File: src/rtl/serial_addsub.sv
// ---------------------------------------------------------------------------
// serial_addsub
//
// Bit-serial adder/subtractor. One full-adder slice and one carry flop
// process the operands LSB first, one bit per clock, so a WIDTH-bit result
// takes WIDTH RUN cycles. Subtraction is a + ~b + 1: the B operand is
// inverted at load time and the carry flop is seeded with 1.
//
// Ports
//   clk        rising-edge clock
//   rst        asynchronous, active-high reset
//   start      request; accepted in IDLE or DONE (ignored while busy)
//   mode       0 = add (a+b), 1 = subtract (a-b); sampled with start
//   a, b       WIDTH-bit operands; sampled with start
//   busy       high while a computation is in progress (RUN)
//   done       single-cycle pulse when the result registers are updated
//   sum        WIDTH-bit result, held until the next completion
//   carry_out  add: final carry; subtract: 1 = no borrow (a >= b unsigned)
//   overflow   two's-complement signed overflow of the operation
// ---------------------------------------------------------------------------
module serial_addsub #(
  parameter int WIDTH = 8
) (
  input  logic             clk,
  input  logic             rst,
  input  logic             start,
  input  logic             mode,
  input  logic [WIDTH-1:0] a,
  input  logic [WIDTH-1:0] b,
  output logic             busy,
  output logic             done,
  output logic [WIDTH-1:0] sum,
  output logic             carry_out,
  output logic             overflow
);

  // Bit counter only has to reach WIDTH-1; keep it at least one bit wide.
  localparam int CW = (WIDTH > 1) ? $clog2(WIDTH) : 1;
  localparam logic [CW-1:0] LAST_BIT = CW'(WIDTH - 1);

  localparam logic [1:0] S_IDLE = 2'd0;
  localparam logic [1:0] S_RUN  = 2'd1;
  localparam logic [1:0] S_DONE = 2'd2;

  // Full-adder slice: sum bit.
  function automatic logic fa_sum(input logic x, input logic y, input logic c);
    return x ^ y ^ c;
  endfunction

  // Full-adder slice: carry out (majority of the three inputs).
  function automatic logic fa_carry(input logic x, input logic y, input logic c);
    return (x & y) | (x & c) | (y & c);
  endfunction

  logic [1:0]       state_r;
  logic [1:0]       state_nxt_s;
  logic [WIDTH-1:0] a_sh_r;
  logic [WIDTH-1:0] b_sh_r;
  logic [WIDTH-1:0] acc_r;
  logic [CW-1:0]    cnt_r;
  logic             carry_r;
  logic             busy_r;
  logic             done_r;
  logic [WIDTH-1:0] sum_r;
  logic             cout_r;
  logic             ovf_r;

  logic             bit_s;
  logic             carry_nxt_s;
  logic [WIDTH-1:0] acc_nxt_s;
  logic [WIDTH-1:0] b_load_s;
  logic             last_s;
  logic             accept_s;

  // Datapath: one full-adder slice plus the partial-result shift.
  always_comb begin
    bit_s       = fa_sum(a_sh_r[0], b_sh_r[0], carry_r);
    carry_nxt_s = fa_carry(a_sh_r[0], b_sh_r[0], carry_r);
    // New result bit enters at the MSB; after WIDTH shifts bit 0 is the LSB.
    acc_nxt_s            = acc_r >> 1'b1;
    acc_nxt_s[WIDTH-1]   = bit_s;
    b_load_s    = mode ? ~b : b;
    last_s      = (cnt_r == LAST_BIT);
    // DONE accepts a new request just like IDLE, giving back-to-back operation.
    accept_s    = start & ((state_r == S_IDLE) | (state_r == S_DONE));
  end

  // Next-state logic for the IDLE/RUN/DONE controller.
  always_comb begin
    state_nxt_s = state_r;
    case (state_r)
      S_IDLE: begin
        if (accept_s) begin
          state_nxt_s = S_RUN;
        end else begin
          state_nxt_s = S_IDLE;
        end
      end
      S_RUN: begin
        if (last_s) begin
          state_nxt_s = S_DONE;
        end else begin
          state_nxt_s = S_RUN;
        end
      end
      S_DONE: begin
        if (accept_s) begin
          state_nxt_s = S_RUN;
        end else begin
          state_nxt_s = S_IDLE;
        end
      end
      default: begin
        state_nxt_s = S_IDLE;
      end
    endcase
  end

  // Controller state, operand shifters, carry flop and result registers.
  always_ff @(posedge clk or posedge rst) begin
    if (rst) begin
      state_r <= S_IDLE;
      a_sh_r  <= '0;
      b_sh_r  <= '0;
      acc_r   <= '0;
      cnt_r   <= '0;
      carry_r <= 1'b0;
      busy_r  <= 1'b0;
      done_r  <= 1'b0;
      sum_r   <= '0;
      cout_r  <= 1'b0;
      ovf_r   <= 1'b0;
    end else begin
      state_r <= state_nxt_s;
      case (state_r)
        S_IDLE, S_DONE: begin
          done_r <= 1'b0;
          if (accept_s) begin
            a_sh_r  <= a;
            b_sh_r  <= b_load_s;
            // Carry seed of 1 completes the two's-complement negation of b.
            carry_r <= mode;
            cnt_r   <= '0;
            acc_r   <= '0;
            busy_r  <= 1'b1;
          end else begin
            busy_r  <= 1'b0;
          end
        end
        S_RUN: begin
          a_sh_r  <= a_sh_r >> 1'b1;
          b_sh_r  <= b_sh_r >> 1'b1;
          carry_r <= carry_nxt_s;
          acc_r   <= acc_nxt_s;
          cnt_r   <= cnt_r + CW'(1);
          if (last_s) begin
            busy_r <= 1'b0;
            done_r <= 1'b1;
            sum_r  <= acc_nxt_s;
            cout_r <= carry_nxt_s;
            // On the MSB slice carry_r is the carry into the MSB; signed
            // overflow is that carry differing from the carry out.
            ovf_r  <= carry_r ^ carry_nxt_s;
          end else begin
            busy_r <= 1'b1;
            done_r <= 1'b0;
          end
        end
        default: begin
          busy_r <= 1'b0;
          done_r <= 1'b0;
        end
      endcase
    end
  end

  assign busy      = busy_r;
  assign done      = done_r;
  assign sum       = sum_r;
  assign carry_out = cout_r;
  assign overflow  = ovf_r;

endmodule

File: config.mk
export PLATFORM = sky130hd
export DESIGN_NAME = serial_addsub
export DESIGN_NICKNAME = d
export VERILOG_FILES = /design/src/rtl/serial_addsub.sv
export SDC_FILE = /design/constraint.sdc
export NUM_CORES = 1
export LEC_CHECK = 0
export CAP_MARGIN = 0
export CORE_UTILIZATION = 35
export CTS_CLUSTER_DIAMETER = 200
export DETAILED_ROUTE_END_ITERATION = 8
export PLACE_DENSITY = 0.68
export REMOVE_ABC_BUFFERS = 1
export SYNTH_ARGS = -nofsm -noshare
export SYNTH_HDL_FRONTEND = slang
export SYNTH_SLANG_ARGS = --single-unit
File: constraint.sdc
create_clock -name clk -period 1.9 [get_ports clk]
set_input_delay 0.285 -clock clk [delete_from_list [all_inputs] [get_ports clk]]
set_output_delay 0.285 -clock clk [all_outputs]
set_load 0.01 [all_outputs]
==> run summary <==
The flow ran to the end, but the final reports show violations. The checks that failed: DRC. Before antenna repair, the detailed router went through 5 iterations. Pin placement for this block handled 32 I/O pins. On the critical path, the stage with the largest delay is an instance of mux2_2. The run gives 0 as the total of cells resized after clock tree synthesis.

The tools report the startpoint kind of the worst setup timing path as a register. The count of nets left with antenna violations once routing finished came out at 0. In this run, CTS created clock tree buffers numbering 5. The first global-routing pass estimated 5110 µm of wire.

The number of instances in the synthesized netlist is 122, and the count of input and output buffers is 31. For the later-pin clock latency in the skew report, the log shows 0.28 ns. The path type of the worst min-delay path is primary input to asynchronous set/reset pin. By area the synthesized netlist is led by dfrtp_1 59%, a22o_1 10%, mux2_2 6.8%.

Global routing finished with a remaining overflow of 0. The largest clock skew in the final design came out at 0.00434 ns. After clock tree synthesis, the flow added hold-fix buffers numbering 0. The run gives 6 as the number of DRC violations after detailed routing. The largest driver fanout on the critical path works out to 12.

The die is 70.7 µm wide. After layout, the worst path uses 88.6% of the clock period. At the end of the flow, the number of nets in the layout was 178. In this run, placement finished with an instance count of 200.

Summed over all cells, the static leakage comes to 0.970 nW. The effective utilization at floorplan was 37.2%; the total number of vias was 1,056. The core outline area came out at 4440 µm². Multiplexer cells account for 6.81% of the synthesized area. The height of the die was 70.7 µm; the DRC violation total after the first TritonRoute iteration was 88.

The synthesized netlist devotes 2.73% of its cell area to adder and majority cells. Clock-pin slew was measured on the worst setup and hold paths at 0.07 ns. The run gives 39 as the clock sink total. After Yosys synthesis, and, or, nand and nor cells account for 4.16% of the synthesized area. The fraction of synthesized cell area taken by the top area cell type was 59.0%. Fraction of final layout cells sized beyond drive strength 1: 13.0%.

Summing the areas of all compound-gate instances in the mapped netlist gives 18.5% of the synthesized area. The routed design has 2990 µm of wire. The tools report the fraction of the yosys area taken by sequential cells as 59.0%. The number of global-route vias before repair is 1,039. For the post-CTS repair timing setup buffer count, the log shows 0. Number of antenna violations at the first check in global routing: 0.

Setup repair after global routing left no endpoint under its margin. The number of slew-limit violations in the final report came out at 0. In this run the power density over the cells is 1590 nW/µm². In the final routed layout, each cell accounts on average for 14.5 µm. Total negative setup slack: 0 ns. The number of enable-type register cells in the synthesized netlist was 0. At the pin with the least slew margin, the transition time is 0.604 ns. The longest individual stage delay on the worst path works out to 0.40 ns. In this run the cell area of the synthesized design comes to 1650 µm².

Buffer levels on the longest clock path: 2. The non-filler instance count after layout is 206. Of the total synthesized cell area, the portion taken by XOR and XNOR cells is 4.77%. The tools report the largest net degree at the start of global routing as 40. The run gives 5000 µm² as the overall die area.

The worst pin sits at a relative slew slack of 59.6%. The initialized floorplan defines 24 standard-cell rows. In the post-synthesis netlist, the cell with the most instances is dfrtp_1. The via density per instance is 5.13.

The worst setup path is captured at a register. The top cell family by delay on the critical path was multiplexers. The register bit count reported by yosys is 39. The cell sitting at the root of the clock tree is a clkbuf_8. For this run, the leading register cell type out of synthesis is dfrtp_1. After filler insertion, the fill cell instance count of the layout stands at 404. The number of H-tree levels is 2.

The tools report the number of diodes added for antenna fixing as 0. The cell that appears most often on the critical path is ha_1. Data required time at the worst endpoint: 2.07 ns. The critical path buffer and inverter count works out to 0. The Yosys step of the flow raised 0 warnings. The tool flagged a number of max-cap violations equal to 0. For this run, asynchronously set or reset flops after synthesis account for 100%. Counting instances in the post-synthesis netlist gives the leading cell types as 39 x dfrtp_1, 19 x a22o_1, 10 x mux2_2. The signal on the critical path passes through ha_1 > ha_1 > nand3b_1 > mux2_2. TritonCTS built the clock tree. After legalization and detailed placement, the total HPWL measured 2020 µm. IR analysis of the VDD net gives a maximum drop of 0.000595 V.

The cell type contributing the most total cell area after synthesis is dfrtp_1. The run gives 13.3% as the global-route total usage across every layer. The main combinational cell family by area after synthesis is compound AO/OA/AOI/OAI gates. The run gives 0 as the number of failing setup endpoints in the final timing report. The number of endpoints with negative hold slack in the final report is 0, and the number of distinct library cell variants in the gate-level netlist after synthesis is 23.

The clock period could shrink to 1.68 ns. Relative to the synthesized area, the layout overhead comes to 25.7%. The setup path with the least slack is of type register to register.

The average instance area after synthesis came out at 13.5 µm². The achievable frequency is 594 MHz. The global placer's final weighted congestion was 0.684. The data arrival time of the worst path came out at 1.85 ns.
final timing paths:
path	end	depth (start not counted)	from	slack, ns
hold reg to reg	a_sh_r[3]$_DFFE_PP0P_	1	a_sh_r[3]$_DFFE_PP0P_	0.48
hold / removal	sum[3]$_DFFE_PP0P_	3	rst	0.43
setup / recovery	sum[1]$_DFFE_PP0P_	4	cnt_r[0]$_DFFE_PP0P_	0.22
min in group clk	a_sh_r[3]$_DFFE_PP0P_	1	a_sh_r[3]$_DFFE_PP0P_	0.48
max in group asynchronous	acc_r[7]$_DFFE_PP0P_	3	rst	1.13
setup reg to reg	sum[1]$_DFFE_PP0P_	4	cnt_r[0]$_DFFE_PP0P_	0.22
registers in the layout, indices dropped and copies added (netlist names):
signal	count
sum	8
b_sh_r	8
done	1
a_sh_r	8
acc_r	7
cnt_r	3
carry_out	1
overflow	1
carry_r	1
state_r	1
cell usage in the layout (no fill, tap or decap):
| cell | Yosys | routed |
|---|---|---|
| dfrtp_1 | 39 | 39 |
| clkdlybuf4s50_1 | 0 | 31 |
| a22o_1 | 19 | 19 |
| mux2_2 | 10 | 10 |
| xnor2_1 | 8 | 8 |
| a21o_1 | 8 | 8 |
| nor2_1 | 7 | 7 |
| a221o_1 | 7 | 7 |
| clkbuf_8 | 0 | 5 |
| buf_4 | 2 | 4 |
| inv_1 | 3 | 3 |
| o21ai_0 | 2 | 2 |
| ha_1 | 2 | 2 |
| and2b_1 | 1 | 1 |
| nor2b_1 | 1 | 1 |
| nor2_4 | 1 | 1 |
| nand3b_1 | 1 | 1 |
| nand2_1 | 1 | 1 |
| xor2_1 | 1 | 1 |
| nand2b_1 | 1 | 1 |
| fa_1 | 1 | 1 |
| clkbuf_1 | 1 | 1 |
cell families (layout without fill, tap and decap cells):
family,Yosys count,in the layout
AO/OA/AOI/OAI,36,36
buffers and inverters,12,44
AND/OR/NAND/NOR,13,13
flip-flops,39,39
XOR/XNOR,9,9
multiplexers,10,10
adder cells (fa/ha/maj),3,3
routing by layer:
metal	part of all wire, %	up-vias	track usage, %
met3	5.5	6	4.56
met4	1.2	0	5.33
met2	45	34	18.9
met1	48	513	18.6
met5	0	-	0
li1	-	503	-
worst reg2reg max path, cell delays in order, from the launching register on:
cell and delay [ns]:
dfrtp_1 0.39, ha_1 0.20, ha_1 0.18, nand3b_1 0.39, mux2_2 0.40
stage by stage:
stage	worst slack, ns	utilization [%]	total power [mW]	instance area (µm²)	hold WS (ns)
final	0.216	46.7	3.31	2080	0.427
after global routing	0.116	46.7	3.55	2080	0.490
after CTS	0.190	46.7	3.35	2080	0.440
after detailed placement	0.157	45.1	2.84	2000	0.470
after global placement	0.183	45.1	2.78	2000	0.459
after floorplan	0.209	-	2.30	1600	0.425
final cells by class:
class                      count  area [µm²]  share of cell area (%)
sequential                    39         976                    47.0
multi-input combinational     71         612                    29.5
timing repair buffer          35         340                    16.4
clock buffer                   6        72.6                    3.49
tap                           52        65.1                    3.13
inverter                       3        11.3                   0.542
report_power, final:
| group | switching (mW) | internal [mW] |
|---|---|---|
| registers | 0.233 | 1.21 |
| logic | 0.575 | 0.789 |
| clock network | 0.258 | 0.245 |
No activity file was read; power rests on OpenSTA's default activity.
